### src/rtl/me_feeder_pkg.sv
// Shared constants, state encoding and address helper for the motion-estimation data feeder.
package me_feeder_pkg;

  localparam int PIX_W          = 8;
  localparam int ROW_PIX        = 32;
  localparam int ROW_W          = PIX_W * ROW_PIX;
  localparam int CURR_AW        = 6;
  localparam int REF_AW         = 12;
  localparam int CURR_BURST_MAX = 32;
  localparam int IDLE_TIMEOUT   = 64;

  localparam logic CB12 = 1'b1;

  typedef enum logic {
    ST_IDLE   = 1'b0,
    ST_ACTIVE = 1'b1
  } feeder_state_e;

  // Sub-block pair 1/2 lives in the lower half of the current-block memory.
  function automatic logic [CURR_AW-1:0] curr_addr(input logic cb_select, input logic [4:0] row);
    return {(cb_select != CB12), row};
  endfunction

endpackage

### src/rtl/me_rd_pipe.sv
// Two-stage read pipeline: registered request/address, then registered row data with tag and valid.
module me_rd_pipe
  import me_feeder_pkg::*;
#(
  parameter int AW    = 6,
  parameter int TAG_W = 1
) (
  input  logic             clk,
  input  logic             rst_n,
  input  logic             req,
  input  logic [AW-1:0]    req_addr,
  input  logic [TAG_W-1:0] req_tag,
  input  logic [ROW_W-1:0] rd_data,
  output logic             rd_en,
  output logic [AW-1:0]    rd_addr,
  output logic [ROW_W-1:0] row,
  output logic             row_valid,
  output logic [TAG_W-1:0] row_tag
);

  logic             rd_en_q, rd_en_d;
  logic [AW-1:0]    rd_addr_q, rd_addr_d;
  logic [TAG_W-1:0] tag_s1_q, tag_s1_d;
  logic             pend_q, pend_d;
  logic [TAG_W-1:0] tag_s2_q, tag_s2_d;
  logic [ROW_W-1:0] row_q, row_d;
  logic             row_valid_q, row_valid_d;
  logic [TAG_W-1:0] row_tag_q, row_tag_d;

  // The tag waits one extra stage so it meets the memory data, which lags rd_en by a cycle.
  always_comb begin
    rd_en_d     = req;
    rd_addr_d   = rd_addr_q;
    tag_s1_d    = tag_s1_q;
    pend_d      = rd_en_q;
    tag_s2_d    = tag_s2_q;
    row_d       = row_q;
    row_valid_d = pend_q;
    row_tag_d   = row_tag_q;
    if (req) begin
      rd_addr_d = req_addr;
      tag_s1_d  = req_tag;
    end
    if (rd_en_q) tag_s2_d = tag_s1_q;
    if (pend_q) begin
      row_d     = rd_data;
      row_tag_d = tag_s2_q;
    end
  end

  always_ff @(posedge clk) begin
    if (!rst_n) begin
      rd_en_q     <= 1'b0;
      rd_addr_q   <= '0;
      tag_s1_q    <= '0;
      pend_q      <= 1'b0;
      tag_s2_q    <= '0;
      row_q       <= '0;
      row_valid_q <= 1'b0;
      row_tag_q   <= '0;
    end else begin
      rd_en_q     <= rd_en_d;
      rd_addr_q   <= rd_addr_d;
      tag_s1_q    <= tag_s1_d;
      pend_q      <= pend_d;
      tag_s2_q    <= tag_s2_d;
      row_q       <= row_d;
      row_valid_q <= row_valid_d;
      row_tag_q   <= row_tag_d;
    end
  end

  assign rd_en     = rd_en_q;
  assign rd_addr   = rd_addr_q;
  assign row       = row_q;
  assign row_valid = row_valid_q;
  assign row_tag   = row_tag_q;

endmodule

### src/rtl/me_data_feeder.sv
// Memory-side responder to the PE array controller: turns request strobes into memory reads and tagged rows.
// Optional issued-read statistics are built when ME_FEEDER_STATS_EN is defined.
module me_data_feeder
  import me_feeder_pkg::*;
(
  input  logic               clk,
  input  logic               rst_n,
  input  logic               in_curr_enable,
  input  logic               CB_select,
  input  logic               change_ref,
  input  logic               ref_input_control,
  input  logic [4:0]         search_column_count,
  input  logic [6:0]         search_row_count,
  output logic               curr_rd_en,
  output logic [CURR_AW-1:0] curr_rd_addr,
  input  logic [ROW_W-1:0]   curr_rd_data,
  output logic               ref_rd_en,
  output logic [REF_AW-1:0]  ref_rd_addr,
  input  logic [ROW_W-1:0]   ref_rd_data,
  output logic [ROW_W-1:0]   curr_row,
  output logic               curr_row_valid,
  output logic               curr_row_cb,
  output logic [4:0]         curr_row_idx,
  output logic [ROW_W-1:0]   ref_row,
  output logic               ref_row_valid,
  output logic [15:0]        stat_curr_cnt,
  output logic [15:0]        stat_ref_cnt
);

  feeder_state_e state_q, state_d;
  logic [6:0]    idle_cnt_q, idle_cnt_d;
  logic          prev_cb_q, prev_cb_d;
  logic [5:0]    burst_cnt_q, burst_cnt_d;
  logic [4:0]    curr_ptr_q, curr_ptr_d;
  logic [6:0]    ref_ptr_q, ref_ptr_d;

  logic        restart, curr_req, ref_req;
  logic [4:0]  eff_ptr;
  logic [5:0]  eff_cnt;
  logic [6:0]  ref_row_sel;
  logic [5:0]  curr_tag;
  logic        ref_tag_unused;

  always_ff @(posedge clk) begin
    if (!rst_n) begin
      state_q    <= ST_IDLE;
      idle_cnt_q <= '0;
    end else begin
      state_q    <= state_d;
      idle_cnt_q <= idle_cnt_d;
    end
  end

  always_comb begin
    state_d    = state_q;
    idle_cnt_d = idle_cnt_q;
    case (state_q)
      ST_IDLE: begin
        idle_cnt_d = '0;
        if (in_curr_enable) state_d = ST_ACTIVE;
      end
      ST_ACTIVE: begin
        if (in_curr_enable || change_ref) begin
          idle_cnt_d = '0;
        end else if (idle_cnt_q == 7'(IDLE_TIMEOUT - 1)) begin
          state_d    = ST_IDLE;
          idle_cnt_d = '0;
        end else begin
          idle_cnt_d = idle_cnt_q + 7'd1;
        end
      end
      default: state_d = ST_IDLE;
    endcase
  end

  // A dropped enable or a sub-block switch restarts the burst at row 0 in the same cycle.
  always_comb begin
    restart     = !in_curr_enable || (CB_select != prev_cb_q);
    eff_ptr     = restart ? 5'd0 : curr_ptr_q;
    eff_cnt     = restart ? 6'd0 : burst_cnt_q;
    curr_req    = in_curr_enable && (eff_cnt < 6'(CURR_BURST_MAX));
    curr_ptr_d  = eff_ptr;
    burst_cnt_d = eff_cnt;
    prev_cb_d   = CB_select;
    if (curr_req) begin
      curr_ptr_d  = eff_ptr + 5'd1;
      burst_cnt_d = eff_cnt + 6'd1;
    end

    ref_req     = (state_q == ST_ACTIVE) && change_ref && ref_input_control;
    ref_row_sel = (search_row_count == 7'd0) ? 7'd0 : ref_ptr_q;
    ref_ptr_d   = ref_ptr_q;
    if (state_d == ST_IDLE) ref_ptr_d = '0;
    else if (ref_req)       ref_ptr_d = ref_row_sel + 7'd1;
  end

  always_ff @(posedge clk) begin
    if (!rst_n) begin
      prev_cb_q   <= 1'b0;
      burst_cnt_q <= '0;
      curr_ptr_q  <= '0;
      ref_ptr_q   <= '0;
    end else begin
      prev_cb_q   <= prev_cb_d;
      burst_cnt_q <= burst_cnt_d;
      curr_ptr_q  <= curr_ptr_d;
      ref_ptr_q   <= ref_ptr_d;
    end
  end

  me_rd_pipe #(.AW(CURR_AW), .TAG_W(6)) u_curr_pipe (
    .clk       (clk),
    .rst_n     (rst_n),
    .req       (curr_req),
    .req_addr  (curr_addr(CB_select, eff_ptr)),
    .req_tag   ({CB_select, eff_ptr}),
    .rd_data   (curr_rd_data),
    .rd_en     (curr_rd_en),
    .rd_addr   (curr_rd_addr),
    .row       (curr_row),
    .row_valid (curr_row_valid),
    .row_tag   (curr_tag)
  );

  assign {curr_row_cb, curr_row_idx} = curr_tag;

  me_rd_pipe #(.AW(REF_AW), .TAG_W(1)) u_ref_pipe (
    .clk       (clk),
    .rst_n     (rst_n),
    .req       (ref_req),
    .req_addr  ({search_column_count, ref_row_sel}),
    .req_tag   (1'b0),
    .rd_data   (ref_rd_data),
    .rd_en     (ref_rd_en),
    .rd_addr   (ref_rd_addr),
    .row       (ref_row),
    .row_valid (ref_row_valid),
    .row_tag   (ref_tag_unused)
  );

`ifdef ME_FEEDER_STATS_EN
  logic [15:0] stat_curr_cnt_q, stat_curr_cnt_d;
  logic [15:0] stat_ref_cnt_q, stat_ref_cnt_d;

  always_comb begin
    stat_curr_cnt_d = stat_curr_cnt_q;
    stat_ref_cnt_d  = stat_ref_cnt_q;
    if (curr_req && stat_curr_cnt_q != 16'hFFFF) stat_curr_cnt_d = stat_curr_cnt_q + 16'd1;
    if (ref_req && stat_ref_cnt_q != 16'hFFFF)   stat_ref_cnt_d  = stat_ref_cnt_q + 16'd1;
  end

  always_ff @(posedge clk) begin
    if (!rst_n) begin
      stat_curr_cnt_q <= '0;
      stat_ref_cnt_q  <= '0;
    end else begin
      stat_curr_cnt_q <= stat_curr_cnt_d;
      stat_ref_cnt_q  <= stat_ref_cnt_d;
    end
  end

  assign stat_curr_cnt = stat_curr_cnt_q;
  assign stat_ref_cnt  = stat_ref_cnt_q;
`else
  assign stat_curr_cnt = 16'd0;
  assign stat_ref_cnt  = 16'd0;
`endif

endmodule

### config.mk
export PLATFORM = sky130hd
export DESIGN_NAME = me_data_feeder
export DESIGN_NICKNAME = d
export VERILOG_FILES = /design/src/rtl/me_feeder_pkg.sv /design/src/rtl/me_rd_pipe.sv /design/src/rtl/me_data_feeder.sv
export SDC_FILE = /design/constraint.sdc
export NUM_CORES = 1
export LEC_CHECK = 0
export ABC_AREA = 1
export BUFFER_PORTS_ARGS = -buffer_cell sky130_fd_sc_hd__buf_2
export CAP_MARGIN = 10
export CORE_AREA = 4 4 425 427
export DETAILED_ROUTE_END_ITERATION = 8
export DIE_AREA = 0 0 429 431
export HOLD_SLACK_MARGIN = 0.15
export PLACE_DENSITY = 0.36
export SETUP_SLACK_MARGIN = 0.3
export SYNTH_ARGS = -nofsm -noshare
export SYNTH_HDL_FRONTEND = slang
export SYNTH_SLANG_ARGS = --single-unit
### constraint.sdc
create_clock -name clk -period 1.95 [get_ports clk]
set_input_delay 0.39 -clock clk [delete_from_list [all_inputs] [get_ports clk]]
set_output_delay 0.39 -clock clk [all_outputs]
set_load 0.01 [all_outputs]
# [Word level (Yosys, flattened, before mapping)]
# Index checks and enable logic that the tools add are counted.
[totals] ff_bits=581 out_inout_bits=572 wordCells=48
[classes] add_sub_neg=4 magnitude_cmp=1 n_eq_ne=2 n_mux=12 bitwise=2 reduce_logical=8
[ops] operator="$mux 7" n=3
[ops] operator="$add 7x1->7 const B" n=2
[ops] operator="$pmux 7 s2" n=1
[ops] operator="$mux 6" n=2
[ops] operator="$mux 5" n=2
[ops] operator="$eq 7x6->1 const B" n=1
[ops] operator="$logic_not 7->1" n=1
[ops] operator="$add 6x1->6 const B" n=1
[ops] operator="$lt 6x6->1 const B" n=1
[ops] operator="$add 5x1->5 const B" n=1
[ops] operator="$logic_and 1x1->1" n=3
[ops] operator="$mux 1" n=3
[ops] operator="$logic_or 1x1->1" n=2
[ops] operator="$not 1->1" n=2
[ops] operator="$pmux 1 s2" n=1
[ops] operator="$reduce_and 2->1" n=1
[ops] operator="$logic_not 1->1" n=1
[ops] operator="$ne 1x1->1" n=1

# [Longest topological paths before layout]
[depth] word_depth=6 ltp_mapped=14 ltp_nobuf=14

# [Hierarchy]
# Synthesis repeated with hierarchy kept, for this count alone.
[unflattened] cells_unflattened=3754 area_unflattened_um2=24250.8
[by_module_without_submodules] module="me_rd_pipe (u_curr_pipe)" instances=1 cells_per_inst=1782 area_each_um2=11380.9 seq_area_each_um2=5665.4
[by_module_without_submodules] module="me_rd_pipe (u_ref_pipe)" instances=1 cells_per_inst=1725 area_each_um2=11119.4 seq_area_each_um2=5485.3
[by_module_without_submodules] module="me_data_feeder" instances=1 cells_per_inst=247 area_each_um2=1750.4 seq_area_each_um2=540.5

# [Worst setup path before layout]
# Ideal clock, no wire load.
[synth_path] kind="in2reg" startpoint="input port search_row_count[2]" endpoint="register ref_ptr_q[4]" setup_time_ps=121 arrival_ps=1430 t_required_ps=1829 path_slack_ps=399 cell_stages=13 path_buffers=0 cell_sequence="nor2_1 nand2_1 nor2_2 inv_1 nand2_1 inv_1 ha_1 nand2_1 inv_1 nand2_1 o21ai_0 nand2_1 nor2_1"
[synth_between] elab_chain_len=3
[synth_rtl] element="start, declared" line="me_data_feeder.sv:13" text="input logic [6:0] search_row_count,"
[synth_rtl] element="$logic_not 7->1" line="me_data_feeder.sv:91" text="ref_row_sel = (search_row_count == 7'd0) ? 7'd0 : ref_ptr_q;"
[synth_rtl] element="$mux 7" line="me_data_feeder.sv:91"
[synth_rtl] element="named net ref_row_sel[1]" line="me_data_feeder.sv:40" text="logic [6:0] ref_row_sel;"
[synth_rtl] element="$add 7x1->7" line="me_data_feeder.sv:94" text="else if (ref_req) ref_ptr_d = ref_row_sel + 7'd1;"
[synth_rtl] element="end signal, assigned" line="me_data_feeder.sv:107" text="ref_ptr_q <= ref_ptr_d;"
[synth_rtl] element="end, declared" line="me_data_feeder.sv:35" text="logic [6:0] ref_ptr_q, ref_ptr_d;"
# The timed path passes the listed nets, and every way through them passes these cells.
# A chain may end at the register's enable or synchronous reset.

# [Worst setup path in the final report]
[layout_path] startpoint="register u_ref_pipe.row_q[52] (netlist: u_ref_pipe.row[52])" endpoint="output port ref_row[52]"
[layout_rtl] element="start, declared" line="me_rd_pipe.sv:26" text="logic [ROW_W-1:0] row_q, row_d;"
[layout_rtl] element="start signal, assigned" line="me_rd_pipe.sv:67" text="row_q <= row_d;"
[layout_rtl] element="end, declared" line="me_data_feeder.sv:24" text="output logic [ROW_W-1:0] ref_row,"
# No word-level cell between the ends.

==> impl_results.md <==
* Number of max-cap violations at 0
* Power density over cell area at 804 nW/µm²
* H-tree Lvls at 3
* Final setup fails at 0
* Final Cycle Share at 0.826
* CP max FO at 2
* DRC viols at 0
* FF-to-FF path depth at 4
* Clk_lat worst skew at 0.72 ns
* Vias in the first global route at 23,800
* Worst Setup End Kind: primary output
* Most common cell after layout, fill and taps aside: nor2_1
* Largest net degree at the start of global routing at 111
* Clk sinks at 576
* CTS tree: built
* CTS Root Cell: clkbuf_16
* Outcome: complete, no violations
* VDD IR max at 0.000613 V
* Die Wd at 429 µm
* Layout cells sized above 1 at 0.345
* Worst Hold Depth at 3
* Clock skew at 0.0606 ns
* Most frequent cells in the layout: nor2_1, buf_2, o21ai_0, dlygate4sd3_1, dfxtp_1
* Total CTS buffers at 77
* # fillers at 19,800
* Mapped Area at 20,300 µm²
* CP cell instances: buf_6
* Global Route Usage Sum at 0.126
* Number of top-level pins at 1,102
* RSZ-0062 raised after global routing: yes
* Post-synth EDFFs at 0
* Flops & latches, synth at 576
* Syn Inst Count at 2,608
* Required time of the critical path at 1.56 ns
* Crit start category: flip-flop
* Yosys warning count at 0
* Core area at 176,000 µm²
* Hold slack at 0.210 ns
* CP arrival at 1.22 ns
* Routed Antenna Nets at 0
* Drt initial violations at 1,179
* Initial antenna violation count at 25
* Syn_area_per_cell at 7.78 µm²
* Synth cell types at 28
* Vert. Die Dim at 431 µm
* Ys flop type: dfxtp_1
* Lkg Pwr at 17.8 nW
* First-pass GRT wire length at 172,000 µm
* Setup CP Type: reg -> out
* Worst-Margin Slew at 0.526 ns
* Max Clk Rate at 621 MHz
* Met3 usage at 0.0564
* Worst hold path type: in -> reg
* CP top delay family: flip-flops
* Routing usage on met1 at 0.149
* CTS max path bufs at 3
* Crit-path slowest cell: dfxtp_4
* Slew Limit Headroom at 0.648
* Routed WL per cell at 18.7 µm
* Final Critical Period at 1.61 ns
* PortBufs at 1,069
* Grt ovf at 0
* Final slew viol count at 0
* Ys async rst share at 0
* # nets final at 4,689
* Instance count on the critical path at 1
* HPWL Detailed at 95,100 µm
* Fin Setup TNS at 0 ns
* Post-Route Utilization at 0.214
* Routed vias/inst at 3.55
* GPL Wtd Cong at 0.907
* Num rows at 154
* Max incr delay on CP at 0.39 ns
* Final Hold Vio Count at 0
* Vias at 23,300
* Initial Util at 0.115
* Area Growth Syn to Fin at 85.9%
* Seq/Total Area, Yosys at 0.568
* WL final at 123,000 µm
* Global-route track usage on met2 at 0.201
* CP Buf/Inv Count at 1
* Drt pass-1 iters at 5
* Global route hottest layer: met2
* Die area at 185,000 µm²
* Clk slew on worst S/H paths at 0.06 ns
==> path summary, 6_finish.rpt <==
| path | start | end | slack [ns] |
|---|---|---|---|
| hold reg to reg | idle_cnt_q[0] | idle_cnt_q[0] | 0.44 |
| hold / removal | ref_rd_data[198] | u_ref_pipe.row[198] | 0.21 |
| setup reg to reg | u_curr_pipe.pend_q | u_curr_pipe.row[214] | 0.43 |
| setup / recovery | u_ref_pipe.row[52] | ref_row[52] | 0.34 |
==> timing repair <==
action,in CTS,in global routing
resized for setup,538,35
buffers inserted,1,4
pin swaps,0,2
hold buffers,524,0
endpoints found under the hold margin,534,0
setup endpoints to repair,243,123
==> layer usage <==
layer / up-vias / share of wire / wire [µm]
li1: 11400 / - / -
met1: 10900 / 0.41 / 50400
met2: 827 / 0.46 / 55900
met3: 201 / 0.10 / 12200
met4: 4 / 0.035 / 4250
met5: - / 0.00017 / 21
==> Yosys cell counts (all sizes together), types with 2 or more instances <==
| master | count | area [µm²] |
|---|---|---|
| nand2 | 71 | 272 |
| o21bai | 2 | 26.3 |
| a21oi | 35 | 175 |
| buf | 99 | 651 |
| nor3 | 6 | 35.0 |
| o21ai | 539 | 2700 |
| nor2 | 1083 | 4080 |
| dfxtp | 576 | 11500 |
| clkbuf | 118 | 443 |
| ha | 4 | 50.1 |
| xor2 | 2 | 17.5 |
| nand3 | 12 | 70.1 |
| nand4 | 2 | 12.5 |
| inv | 55 | 206 |
==> final cells by class <==
class	count	area (µm²)	area share
repair buffers	1654	12500	0.332
flip-flops and latches	576	11800	0.313
multi-input cells	1791	7610	0.202
well taps	2340	2930	0.0776
clock buffers	115	2310	0.0613
clock inverters	25	282	0.00746
inverters	55	221	0.00587
diodes	11	27.5	0.000730
==> state kept, by name (all words and copies together) (netlist names), 5 cells and up <==
register              cells
u_curr_pipe.row_tag       6
ref_ptr_q                 7
u_ref_pipe.row          256
burst_cnt_q               6
idle_cnt_q                7
u_curr_pipe.row         256
u_ref_pipe.rd_addr       12
curr_ptr_q                5
u_curr_pipe.tag_s1_q      6
u_curr_pipe.tag_s2_q      6
==> through the flow <==
stage	setup WS [ns]	total power, mW	instances	cell area [µm²]
2_1_floorplan	0.399	13.5	2639	20400
3_3_place_gp	0.158	15.0	5887	28300
3_5_place_dp	0.176	15.0	5887	28300
4_1_cts	0.253	31.0	6552	37600
5_1_grt	0.252	31.7	6561	37700
6_report	0.339	30.3	6567	37700
==> logic make-up (layout without fill, tap and decap cells) <==
family | after synthesis | after routing | share of synthesized area
xor gates and xnor gates | 2 | 2 | 0.000863
and+or+nand+nor | 1174 | 1174 | 0.220
buffers and inverters | 272 | 1849 | 0.0641
other | 1 | 43 | 0.000185
AOI/OAI and AO/OA | 579 | 579 | 0.144
adders and majority gates | 4 | 4 | 0.00247
DFF | 576 | 576 | 0.568
==> where the power goes <==
part	internal, mW	switching (mW)	total (mW)
combinational	1.75	1.67	3.42
clock	8.43	6.08	14.5
sequential	12.2	0.248	12.4
total	22.3	8.00	30.3
Power figures use the tool's default switching activity.
